--- config.mk ---
export PLATFORM = sky130hd
export DESIGN_NAME = mem_access_unit
export DESIGN_NICKNAME = d
export VERILOG_FILES = /design/src/rtl/mem_access_unit.sv
export SDC_FILE = /design/constraint.sdc
export NUM_CORES = 1
export LEC_CHECK = 0
export CAP_MARGIN = 20
export CORE_AREA = 2 2 191 99
export DETAILED_ROUTE_END_ITERATION = 10
export DIE_AREA = 0 0 193 101
export PLACE_DENSITY = 0.85
export SETUP_SLACK_MARGIN = 0.2
export SLEW_MARGIN = 20
export SYNTH_ARGS = -nofsm -noshare
export SYNTH_HDL_FRONTEND = slang
export SYNTH_SLANG_ARGS = --single-unit
--- constraint.sdc ---
create_clock -name clk -period 1.9 [get_ports clk]
set_input_delay 0.19 -clock clk [delete_from_list [all_inputs] [get_ports clk]]
set_output_delay 0.19 -clock clk [all_outputs]
set_load 0.01 [all_outputs]
--- src/rtl/mem_access_unit.sv ---
// MEM-stage data-memory access unit: issues req/ack bus transactions for loads/stores,
// formats load data for MEM/WB, stalls the pipeline while busy, and flags AdEL/AdES/DBE.
module mem_access_unit #(
  parameter int TIMEOUT = 255,
  parameter int CNT_W   = 8
) (
  input  logic        clk,
  input  logic        reset,
  input  logic        MemRead,
  input  logic        MemWrite,
  input  logic [1:0]  MemSize,
  input  logic        MemSigned,
  input  logic [31:0] ALU_result,
  input  logic [31:0] WriteData,
  input  logic        kill,
  output logic        bus_req,
  output logic        bus_we,
  output logic [31:0] bus_addr,
  output logic [3:0]  bus_be,
  output logic [31:0] bus_wdata,
  input  logic [31:0] bus_rdata,
  input  logic        bus_ack,
  output logic [31:0] MemData,
  output logic        mem_stall,
  output logic        mem_exc,
  output logic [4:0]  exc_code,
  output logic [31:0] bad_vaddr
);

  localparam logic [4:0] EXC_ADEL = 5'd4;
  localparam logic [4:0] EXC_ADES = 5'd5;
  localparam logic [4:0] EXC_DBE  = 5'd7;

  typedef enum logic [1:0] {
    ST_IDLE = 2'd0,
    ST_WAIT = 2'd1,
    ST_DONE = 2'd2
  } state_t;

  state_t             state, state_nxt;
  logic [CNT_W-1:0]   cnt;
  logic [31:0]        addr_q;
  logic [1:0]         size_q;
  logic               sgn_q;
  logic               killed_q;
  logic               dbe_q;
  logic [4:0]         exc_code_q;

  logic               access, misaligned, in_idle, start, mis_exc, tmo, discard;

  function automatic logic [3:0] lane_enables(input logic [1:0] size, input logic [1:0] lane);
    case (size)
      2'b00:   lane_enables = 4'b0001 << lane;
      2'b01:   lane_enables = lane[1] ? 4'b1100 : 4'b0011;
      default: lane_enables = 4'b1111;
    endcase
  endfunction

  function automatic logic [31:0] replicate_store(input logic [1:0] size, input logic [31:0] wd);
    case (size)
      2'b00:   replicate_store = {4{wd[7:0]}};
      2'b01:   replicate_store = {2{wd[15:0]}};
      default: replicate_store = wd;
    endcase
  endfunction

  function automatic logic [31:0] format_load(input logic [31:0] rdata, input logic [1:0] size,
                                              input logic sgn, input logic [1:0] lane);
    logic [31:0] shifted;
    shifted = rdata >> {lane, 3'b000};
    case (size)
      2'b00:   format_load = {{24{sgn & shifted[7]}}, shifted[7:0]};
      2'b01:   format_load = {{16{sgn & shifted[15]}}, shifted[15:0]};
      default: format_load = rdata;
    endcase
  endfunction

  always_comb begin
    case (MemSize)
      2'b00:   misaligned = 1'b0;
      2'b01:   misaligned = ALU_result[0];
      default: misaligned = (ALU_result[1:0] != 2'b00);
    endcase
  end

  // A pending bus-error pulse means the instruction in MEM has faulted; it must not restart.
  assign access   = (MemRead | MemWrite) & ~kill;
  assign in_idle  = (state == ST_IDLE);
  assign start    = in_idle & access & ~misaligned & ~dbe_q;
  assign mis_exc  = in_idle & access & misaligned & ~dbe_q;
  assign tmo      = (state == ST_WAIT) & ~bus_ack & (cnt == CNT_W'(TIMEOUT - 1));
  assign discard  = kill | killed_q;

  assign mem_stall = start | (state == ST_WAIT);
  assign mem_exc   = mis_exc | dbe_q;
  assign exc_code  = mis_exc ? (MemWrite ? EXC_ADES : EXC_ADEL) : exc_code_q;

  always_comb begin
    state_nxt = state;
    case (state)
      ST_IDLE: if (start) state_nxt = ST_WAIT;
      ST_WAIT: begin
        if (bus_ack)  state_nxt = discard ? ST_IDLE : ST_DONE;
        else if (tmo) state_nxt = ST_IDLE;
      end
      ST_DONE: state_nxt = ST_IDLE;
      default: state_nxt = ST_IDLE;
    endcase
  end

  always_ff @(posedge clk) begin
    if (reset) begin
      state      <= ST_IDLE;
      bus_req    <= 1'b0;
      bus_we     <= 1'b0;
      bus_addr   <= '0;
      bus_be     <= '0;
      bus_wdata  <= '0;
      MemData    <= '0;
      exc_code_q <= '0;
      bad_vaddr  <= '0;
      cnt        <= '0;
      addr_q     <= '0;
      size_q     <= '0;
      sgn_q      <= 1'b0;
      killed_q   <= 1'b0;
      dbe_q      <= 1'b0;
    end else begin
      state <= state_nxt;
      dbe_q <= 1'b0;
      case (state)
        ST_IDLE: begin
          if (start) begin
            bus_req   <= 1'b1;
            bus_we    <= MemWrite;
            bus_addr  <= {ALU_result[31:2], 2'b00};
            bus_be    <= lane_enables(MemSize, ALU_result[1:0]);
            bus_wdata <= replicate_store(MemSize, WriteData);
            addr_q    <= ALU_result;
            size_q    <= MemSize;
            sgn_q     <= MemSigned;
            cnt       <= '0;
            killed_q  <= 1'b0;
          end
          if (mis_exc) begin
            exc_code_q <= MemWrite ? EXC_ADES : EXC_ADEL;
            bad_vaddr  <= ALU_result;
          end
        end
        ST_WAIT: begin
          killed_q <= killed_q | kill;
          if (bus_ack) begin
            bus_req <= 1'b0;
            if (!bus_we && !discard)
              MemData <= format_load(bus_rdata, size_q, sgn_q, addr_q[1:0]);
          end else begin
            cnt <= cnt + 1'b1;
            if (tmo) begin
              bus_req <= 1'b0;
              // A flushed instruction cannot take an exception.
              if (!discard) begin
                dbe_q      <= 1'b1;
                exc_code_q <= EXC_DBE;
                bad_vaddr  <= addr_q;
              end
            end
          end
        end
        default: ;
      endcase
    end
  end

endmodule

# ---- Yosys cells after proc, flatten, opt, wreduce, memory -nomap -nowiden
# Index checks and enable logic that the tools add are counted.
dict set report op_classes {
  n_addsub 1
  multipliers 0
  div_mod_pow 0
  order_cmp 0
  n_eq_ne 10
  n_shift 2
  mux 31
  bitwise_logic 20
  n_reduce_logical 17
}
# op count
set ops {}
lappend ops {{case mux 32 bit (2 select lines)} 3}
lappend ops {{two-way mux 32 bit} 4}
lappend ops {{right shift 32 x 5 -> 16 bit} 1}
lappend ops {{two-way mux 5 bit} 4}
lappend ops {{two-way mux 8 bit} 2}
lappend ops {{case mux 8 bit (2 select lines)} 1}
lappend ops {{AND 1 bit} 10}
lappend ops {{case mux 5 bit (2 select lines)} 1}
lappend ops {{AND reduction 3 bit} 3}
lappend ops {{adder 8 x 1 -> 8 bit, second input constant} 1}
lappend ops {{== test 8 bit, second input constant} 1}
lappend ops {{two-way mux 2 bit} 4}
lappend ops {{case mux 4 bit (2 select lines)} 1}
lappend ops {{== test 2 x 1 -> 1 bit, second input constant} 3}
lappend ops {{logical NOT 2 bit} 3}
lappend ops {{two-way mux 1 bit} 6}
lappend ops {{!= test 2 bit, second input constant} 3}
lappend ops {{inverter 1 bit} 6}
lappend ops {{case mux 1 bit (2 select lines)} 3}
lappend ops {{AND reduction 2 bit} 3}
lappend ops {{AND reduction 5 bit} 1}
lappend ops {{two-way mux 4 bit} 1}
lappend ops {{!= test 2 x 1 -> 1 bit, second input constant} 2}
lappend ops {{bitwise OR 1 bit} 4}
lappend ops {{other kinds (8)} 10}
dict set report totals {
  register_bits 184
  latch_bits 0
  ram_bits 0
  mem_bits_ro 0
  output_inout_bits 141
  elab_cells 96
  mem_count 0
}

# ---- Depth between registers and ports, before layout
# Gate-level depths: netlist (run 1).
dict set report logic_depth {
  word_depth 7
  mapped_depth 8
  ltp_nobuf 6
}

# ---- Worst setup path after synthesis (run 1)
# No wires, ideal clock.
dict set report synth_timing {
  path_kind {reg2out}
  startpoint {reg state[1]}
  endpoint {out exc_code[0]}
  arrival_time_ps 1705
  slack_ps 5
  stages_incl_launch_ff 5
  path_buffers 1
  cell_sequence {dfxtp_1 -> or2_1 -> buf_6 -> a2111oi_4 -> mux2_2}
}
dict set report synth_via {
  elab_chain_cells 5
}
# item line_no
set synth_rtl {}
lappend synth_rtl {{start, declared} 40} ;# state_t state, state_nxt;
lappend synth_rtl {{start signal, assigned} 129} ;# state <= state_nxt;
lappend synth_rtl {{logical NOT 2 bit} 88} ;# assign in_idle = (state == ST_IDLE);
lappend synth_rtl {{AND 1 bit (3 in series)} 90} ;# assign mis_exc = in_idle & access & misaligned & ~dbe_q;
lappend synth_rtl {{two-way mux 5 bit} -}
lappend synth_rtl {{end, declared} 26} ;# output logic [4:0] exc_code,
# No other way between the ends.

# ---- Worst setup path in the final report (run 1)
dict set report layout_timing {
  startpoint {reg state[0]}
  endpoint {out exc_code[4]}
}
# The elaborated chain is that of the path after synthesis.

==> flow_summary.yaml, run 1 <==
run_status:
  outcome: "finished, violations left"
  violations: "setup timing"
final_layout:
  synthToLayoutAreaGrowth_pct: 73.31
  drive_gt1_share_pct: 34.20
  fin_util_pct: 71.50
  final_cells: 1351
  fin_nets: 1205
  antenna_cells: 0
  final_common_cell: "clkdlybuf4s50_1"
  layout_common_cells: "clkdlybuf4s50_1 (234), dfxtp_1 (152), o21ai_0 (85)"
pwr:
  p_comb_share_pct: 24.8
  p_clk_share_pct: 37.1
  seqPwrFrac_pct: 38.2
  p_sw_mw: 2.751
  vdd_drop_max_uv: 591.8
  p_int_mw: 6.447
  leakage_nw: 4.286
  powerDensity_nw_per_um2: 716.5
  swShare_pct: 29.91
global_routing:
  grt-ovfl-total: 0
  grt_start_max_net_pins: 80
  grt_usage_pct: 26.83
  grt_pass1_vias: 7229
  antenna_found_initial: 0
  grt_pass1_wl_um: 40430
cts:
  htreeDepth: 4
  cts_sinks: 154
  cts-buffers-inserted: 17
  path_clk_slew_ns: 0.07
  root_buffer: "clkbuf_16"
  cts.path.max_buffers: 2
  cts_tree: "built"
  clkLatencyLatePin_ns: 0.42
setup_path:
  critPathArrivalTime_ns: 1.95
  path_class: "flop to output pin"
  reg2reg_to: "bad_vaddr[8]"
  rrSetupSlack_ns: -0.20
  crit_fanout: 3
  setup.worst_path.start: "state[0]"
  start_kind: "flop"
  crit_end: "exc_code[4]"
  crit_path_end_kind: "output pin"
  r2r_start: "state[0]"
  r2r_cells: 8
  cp.required_ns: 1.71
yosys:
  yosys_most_used_dff: "dfxtp_1"
  synth_area_leader_cell: "dfxtp_1"
  ys_seq_elements: 154
  yosysSeqAreaShare_pct: 41.62
  syn_inst: 835
  ys_warn_count: 0
  synth_top_area_share_pct: 41.62
  synth_cell_type_count: 56
  avgSynthCellArea_sq_um: 8.871
  mappedNetlistArea_sq_um: 7407
  synth-edff-count: 0
  ys_top_cells_by_area: "dfxtp_1 (42%), mux2i_1 (7.7%), a21oi_1 (7.3%)"
  synthArstFlopShare_pct: 0
placement:
  place_congestion: 0.8935
  dpl.cell_count: 1263
  io_buffers: 243
  post-dp-hpwl_um: 17950
  dp_slack_ns: -0.5852
job:
  maxCapViolations: 0
hold_path:
  hp-class: "input pin to flop"
drt:
  dr.first_iter.drc_count: 589
  wl_um: 30790
  drt-pass1-iter-count: 5
  num_vias: 7964
  ant_nets: 0
  drt-vias-per-instance: 5.895
  wl_per_cell_um: 22.79
  drc: 0
sta:
  finalHoldViolations: 0
  drv_slew: 0
  max_slew_margin_pct: 53.74
  layout_min_cycle_time_ns: 2.136
  finClkSkew_ns: 0.01667
  period_share_pct: 112.4
  tightest_slew_ns: 0.6939
  setup_viol: 94
  max_freq_ghz: 0.4682
  fin_ws_ns: -0.2358
  rsz0062_at_grt: "true"
die:
  die_h_um: 101
  coreArea_sq_um: 17950
  initial_core_util_pct: 41.25
  ios: 246
  rows: 35
  dieArea_sq_um: 19490
  die_w_um: 193
-- flip-flops by register name, indices dropped and copies added (netlist names), 2 cells and up --
register and count:
bad_vaddr 32, bus_be 4, addr_q 32, MemData 32, state 2, bus_wdata 32, size_q 2, exc_code_q 5
cnt 8
-- per-layer routing --
metal | up-vias | global-route usage [%] | share of wire [%]
li1 | 3594 | - | -
met1 | 3922 | 39.29 | 45
met2 | 405 | 39.12 | 45
met3 | 43 | 7.309 | 8.6
met4 | 0 | 5.769 | 1.5
met5 | - | 0 | 0
-- cell usage after synthesis (3+ instances only) --
| cell type | number |
|---|---|
| a21oi_1 | 108 |
| nand3b_1 | 8 |
| mux2i_1 | 57 |
| o21ai_0 | 87 |
| nand3_1 | 49 |
| nor2_1 | 10 |
| a211oi_1 | 15 |
| nand2b_1 | 7 |
| o211ai_1 | 16 |
| a311oi_1 | 11 |
| inv_1 | 3 |
| nor3b_1 | 3 |
| buf_6 | 7 |
| nand2_1 | 45 |
| a2bb2oi_1 | 7 |
| o221ai_1 | 7 |
| dfxtp_1 | 154 |
| or2_2 | 5 |
| nor2b_1 | 3 |
| nor3_1 | 44 |
| clkbuf_1 | 47 |
| a211oi_2 | 27 |
| buf_4 | 34 |
| buf_2 | 15 |
| buf_1 | 12 |
| xor2_1 | 4 |
| o2111ai_1 | 8 |
-- worst min-delay path by stage --
stage                    start    endpoint  cells after the start
floorplan                 kill    killed_q                      2
global placement    MemData[2]  MemData[2]                      2
detailed placement  MemData[2]  MemData[2]                      2
CTS                      reset  MemData[7]                      3
global route             reset  MemData[7]                      3
finish                   reset  MemData[7]                      3
-- final cells by class --
class,count,area [sq um]
clock inverters,12,112.6
flip-flops and latches,154,3085
well taps,240,300.3
clock buffers,20,466.7
repair buffers,358,3963
multi-input cells,562,4891
inverters,5,18.77
fillers,1251,5117
-- logic make-up (layout without fill, tap and decap cells) --
family                   count (synthesis)  count (layout)  share of synthesized area [%]
AO/OA/AOI/OAI                          303             303                          27.08
XOR/XNOR                                 6               6                         0.7095
adder cells (fa/ha/maj)                  2               2                         0.3378
buffers and inverters                  120             395                          8.767
flip-flops                             154             154                          41.62
multiplexers                            59              59                          8.007
other                                    1               2                        0.05063
AND/OR/NAND/NOR                        190             190                          13.43
-- power groups by stage --
stage / Sequential (mW) / Combinational [mW] / Clock (mW)
after floorplan: 3.59 / 0.774 / 0
after global placement: 3.55 / 1.59 / 0
after detailed placement: 3.56 / 1.63 / 0
after CTS: 3.49 / 1.76 / 3.41
after global routing: 3.52 / 2.38 / 3.61
final: 3.51 / 2.28 / 3.41
-- stage by stage --
step / setup TNS (ns) / hold WS [ns] / power, mW / area [sq um]
floorplan: 0 / 0.3305 / 4.367 / 7446
global placement: -45.68 / 0.4425 / 5.148 / 10120
detailed placement: -49.57 / 0.4472 / 5.186 / 10120
CTS: -8.266 / 0.1607 / 8.663 / 11130
global route: -16.18 / 0.1875 / 9.520 / 12840
finish: -11.18 / 0.1917 / 9.197 / 12840
-- critical path: stages (launching register included) --
cell and delay, ns:
dfxtp_2 0.34, o21bai_4 0.18, buf_6 0.12, a2111oi_4 0.34, buf_4 0.21, buf_4 0.13
nor2b_2 0.05, buf_2 0.14
-- timing repair --
item	4_1_cts	5_1_grt
endpoints found under the setup margin	150	152
hold buffers	0	0
gates resized for setup	71	256
gates cloned	5	13
hold endpoints to repair	0	0
setup buffers	17	21
pin swaps	12	123
(Power assumes the default switching activity.)
==> run 2, diff against run 1 <==
Settings changed: GPL_TIMING_DRIVEN from default to 1.
Clock period 1.9 ns to 1.95 ns, I/O delays scaled along.
==> run 2 against run 1 <==
Net effect:
- the flow still finishes with violations (setup timing)
- utilization shrank 1.2 points
- critical endpoint is now bad_vaddr[17]
- highest routed layer unchanged
- register-to-register slack is essentially flat
- first-iteration DRC count up 7.1%
==> flow_summary.yaml, run 2 (synthesis gave the netlist of run 1 again) <==
placement:
  io_buffers: 243
  place_congestion: 0.8710
  dp_slack_ns: -0.5691
  post-dp-hpwl_um: 18230
cts:
  cts-buffers-inserted: 17
  cts_sinks: 154
  cts_tree: "built"
  cts.path.max_buffers: 2
  ctsHoldBuffers: 0
  clkLatencyLatePin_ns: 0.41
  htreeDepth: 4
  root_buffer: "clkbuf_16"
  path_clk_slew_ns: 0.06
die:
  ios: 246
  rows: 35
  die_h_um: 101
  dieArea_sq_um: 19490
  die_w_um: 193
  coreArea_sq_um: 17950
  initial_core_util_pct: 41.25
drt:
  drc: 0
  wl_per_cell_um: 23.55
  dr.first_iter.drc_count: 631
  drt-pass1-iter-count: 5
  num_vias: 8036
  wl_um: 31770
  ant_nets: 0
  drt-vias-per-instance: 5.957
pwr:
  p_clk_share_pct: 36.7
  vdd_drop_max_uv: 615.3
  leakage_nw: 4.239
  seqPwrFrac_pct: 38.7
  powerDensity_nw_per_um2: 700.1
  p_comb_share_pct: 24.6
  totalPowerFinal_mw: 8.837
  swShare_pct: 28.78
  p_sw_mw: 2.543
  p_int_mw: 6.293
sta:
  tightest_slew_ns: 0.7497
  drv_slew: 0
  finalHoldViolations: 0
  fin_ws_ns: -0.1979
  layout_min_cycle_time_ns: 2.148
  max_slew_margin_pct: 50.02
  fin_hold_ws_ns: 0.01655
  rsz0062_at_grt: "true"
  period_share_pct: 110.1
  setup_viol: 70
  finClkSkew_ns: 0.009847
  max_freq_ghz: 0.4656
setup_path:
  crit_chain: "buf_6 -> or3b_4 -> or4_4 -> o21ai_4 -> buf_6 -> buf_12 -> buf_16 -> a211oi_2"
  crit_fanout: 5
  path_class: "flop to flop"
  critPathSlowestCell: "or4_4"
  start_kind: "flop"
  cp.required_ns: 2.23
  crit_path_max_incr_delay_ns: 0.59
  critPathArrivalTime_ns: 2.43
  crit_path_end_kind: "flop"
  path_common_cell: "buf_6"
final_layout:
  final_common_cell: "clkdlybuf4s50_1"
  fin_nets: 1205
  antenna_cells: 0
  fin_util_pct: 70.30
  layout_common_cells: "clkdlybuf4s50_1 (235), dfxtp_1 (152), o21ai_0 (83)"
  fillers: 1283
  synthToLayoutAreaGrowth_pct: 70.41
  drive_gt1_share_pct: 33.36
global_routing:
  antenna_found_initial: 0
  grt_start_max_net_pins: 75
  grt-ovfl-total: 0
  grt_usage_pct: 26.63
  grt_pass1_vias: 7227
  grt_pass1_wl_um: 40000
run_status:
  violations: "setup timing"
  outcome: "finished, violations left"
hold_path:
  hp-class: "input pin to flop"
job:
  maxCapViolations: 0
-- run 2: changes by cell type in the layout (fill, tap and decap cells not counted), sizes merged --
cell,before,now
clkbuf,29,38
buf,114,109
clkinv,8,5
inv,6,3
clkdlybuf4s50,234,235
dlymetal6s2s,1,0
-- run 2: final cells by class --
type / count / area, sq um / share of cell area (%)
Sequential cell: 154 / 3085 / 24.44
Clock inverter: 6 / 63.81 / 0.5056
Multi-Input combinational cell: 562 / 4732 / 37.49
Timing Repair Buffer: 358 / 3920 / 31.06
Tap cell: 240 / 300.3 / 2.379
Inverter: 5 / 18.77 / 0.1487
Clock buffer: 24 / 501.7 / 3.975
-- run 2: power by group through the flow --
stage	logic, mW	clock network, mW	registers (mW)
floorplan	0.753	0	3.50
global placement	1.56	0	3.46
detailed placement	1.59	0	3.47
CTS	1.66	3.27	3.40
global route	2.26	3.43	3.44
finish	2.17	3.24	3.42
-- run 2: worst max-delay path, delay by kind of cell, from the launching register on --
family	cells	cell delay [ns]
buffers and inverters	4	0.49
flip-flops	1	0.36
AO/OA/AOI/OAI	2	0.18
AND/OR/NAND/NOR	2	0.99
-- run 2: worst paths after layout --
path | from | end | slack, ns | cells after the start
min reg2reg | MemData[0] | MemData[0] | 0.48 | 2
max reg2reg | state[0] | bad_vaddr[17] | -0.20 | 8
min | reset | size_q[0] | 0.02 | 2
max | state[0] | bad_vaddr[17] | -0.20 | 8
-- run 2: metrics by stage --
stage / cell area, sq um / TNS (ns) / cells
after detailed placement: 10130 / -48.01 / 1266
final: 12620 / -5.687 / 1349
after CTS: 10910 / -2.875 / 1307
after global routing: 12620 / -8.598 / 1349
after global placement: 10130 / -37.59 / 1266
after floorplan: 7435 / 0 / 836
-- run 2: repair_timing --
item	CTS	global route
cloned	2	19
gates resized for setup	58	244
setup buffers	9	23
pin swaps	6	121
setup endpoints to repair	141	158
-- run 2: metal layers --
metal | track usage [%] | wire, um
met1 | 38.42 | 14370
met5 | 0 | 0
met3 | 7.936 | 3037
met2 | 38.10 | 13870
met4 | 7.634 | 496
==> run 3, diff against run 2 <==
Settings changed: GPL_TIMING_DRIVEN 1 to default, PLACE_DENSITY 0.85 to 0.88.
==> run 3 against run 2 <==
Net effect:
- the run still ends with setup timing left
- critical path depth decreased by 3
- wire length decreased by 2.6%
- first-iteration DRC count decreased by 5.7%
- worst hold slack improved by 0.028 ns
- final cell count decreased by 0.44%
- combinational power about the same
- register-to-register slack improved by 0.08 ns
- global-route usage increased by 0.55 points
- total power increased by 3.1%
- sequential power about the same
- clock-buffer cell count decreased by 3
- worst setup slack improved by 0.077 ns
==> flow_summary.yaml, run 3 (synthesis gave the netlist of run 1 again) <==
run_status:
  outcome: "finished, violations left"
  violations: "setup timing"
setup_path:
  crit_fanout: 4
  critPathArrivalTime_ns: 1.88
  crit_chain: "o21bai_4 -> buf_6 -> a2111oi_4 -> mux2_4 -> buf_6"
  path_class: "flop to output pin"
  cp.required_ns: 1.75
  crit_path_max_incr_delay_ns: 0.35
  crit_path_end_kind: "output pin"
  critPathSlowestCell: "a2111oi_4"
  path_common_cell: "buf_6"
  start_kind: "flop"
cts:
  ctsHoldBuffers: 0
  cts-buffers-inserted: 17
  clkLatencyLatePin_ns: 0.42
  cts.path.max_buffers: 2
  cts_tree: "built"
  root_buffer: "clkbuf_16"
  htreeDepth: 4
  path_clk_slew_ns: 0.06
  cts_sinks: 154
final_layout:
  synthToLayoutAreaGrowth_pct: 70.90
  fin_area_sq_um: 12660
  final_common_cell: "clkdlybuf4s50_1"
  layout_common_cells: "clkdlybuf4s50_1 (235), dfxtp_1 (152), o21ai_0 (76)"
  final_cells: 1343
  drive_gt1_share_pct: 32.18
  antenna_cells: 0
  fin_nets: 1198
pwr:
  leakage_nw: 4.231
  powerDensity_nw_per_um2: 719.9
  vdd_drop_max_uv: 627.7
global_routing:
  antenna_found_initial: 0
  grt-ovfl-total: 0
  grt_pass1_vias: 7372
  grt_usage_pct: 27.18
  grt_start_max_net_pins: 55
  grt_pass1_wl_um: 41100
placement:
  dpl.cell_count: 1265
  dp_slack_ns: -0.5749
  place_congestion: 0.8926
  post_dp_cell_area_sq_um: 10140
  post-dp-hpwl_um: 18490
  io_buffers: 243
sta:
  tightest_slew_ns: 0.9359
  layout_min_cycle_time_ns: 2.070
  setup_viol: 106
  setup_tns_ns: -6.766
  drv_slew: 0
  finClkSkew_ns: 0.01221
  period_share_pct: 106.2
  rsz0062_at_grt: "true"
  max_slew_margin_pct: 37.37
  fin_ws_ns: -0.1204
  max_freq_ghz: 0.4830
  finalHoldViolations: 0
die:
  ios: 246
  die_w_um: 193
  rows: 35
  coreArea_sq_um: 17950
  die_h_um: 101
  initial_core_util_pct: 41.25
  dieArea_sq_um: 19490
drt:
  wl_um: 30960
  drt-vias-per-instance: 5.964
  wl_per_cell_um: 23.06
  num_vias: 8010
  ant_nets: 0
  dr.first_iter.drc_count: 595
  drt-pass1-iter-count: 5
  drc: 0
job:
  maxCapViolations: 0
hold_path:
  hp-class: "input pin to flop"
==> run 3: changes by cell type in the layout (fill, tap and decap cells not counted), sizes merged <==
cell,previous run,this run
buf,109,106
bufinv,1,3
clkbuf,38,31
clkinv,5,7
clkinvlp,2,1
inv,3,4
==> run 3: layout make-up <==
type / instances / area [sq um]
clock buffers: 21 / 480.5
clock inverters: 10 / 138.9
fillers: 1279 / 5296
inverters: 5 / 18.77
multi-input cells: 562 / 4768
flip-flops and latches: 154 / 3085
well taps: 240 / 300.3
repair buffers: 351 / 3866
==> run 3: final timing paths <==
path / start / end / slack [ns] / cells after the start
min: reset / sgn_q / 0.04 / 2
max: state[0] / exc_code[0] / -0.12 / 5
min reg2reg: MemData[3] / MemData[3] / 0.46 / 2
max reg2reg: state[1] / MemData[28] / -0.12 / 12
==> run 3: what timing repair did <==
| action | 4_1_cts | 5_1_grt |
|---|---|---|
| pin swaps | 16 | 113 |
| gates cloned | 2 | 15 |
| buffers inserted | 15 | 15 |
| endpoints found under the setup margin | 148 | 158 |
| endpoints found under the hold margin | 0 | 0 |
| gates resized for setup | 87 | 223 |
==> run 3: report_power, final <==
group / total (mW) / internal (mW) / switching, mW
clock network: 3.54 / 2.15 / 1.39
registers: 3.42 / 3.30 / 0.116
logic: 2.16 / 1.06 / 1.09
==> run 3: worst max-delay path, delay by kind of cell, from the launching register on <==
family / cells / cell delay [ns]
flip-flops: 1 / 0.34
multiplexers: 1 / 0.34
AO/OA/AOI/OAI: 2 / 0.53
buffers and inverters: 2 / 0.26
==> run 3: layer usage <==
metal	global-route usage, %	share of wire, %	up-vias
met5	0	0	-
met4	7.867	2.2	0
met1	38.86	46	3932
met3	7.553	8.6	64
met2	39.76	44	429
li1	-	-	3585
==> run 3: stage by stage <==
stage | power, mW | util (%) | hold WS [ns]
floorplan | 4.253 | - | 0.3355
global placement | 5.032 | 56.47 | 0.4438
detailed placement | 5.069 | 56.47 | 0.4498
CTS | 8.645 | 61.93 | 0.02522
global route | 9.404 | 70.50 | 0.02919
finish | 9.113 | 70.50 | 0.04469
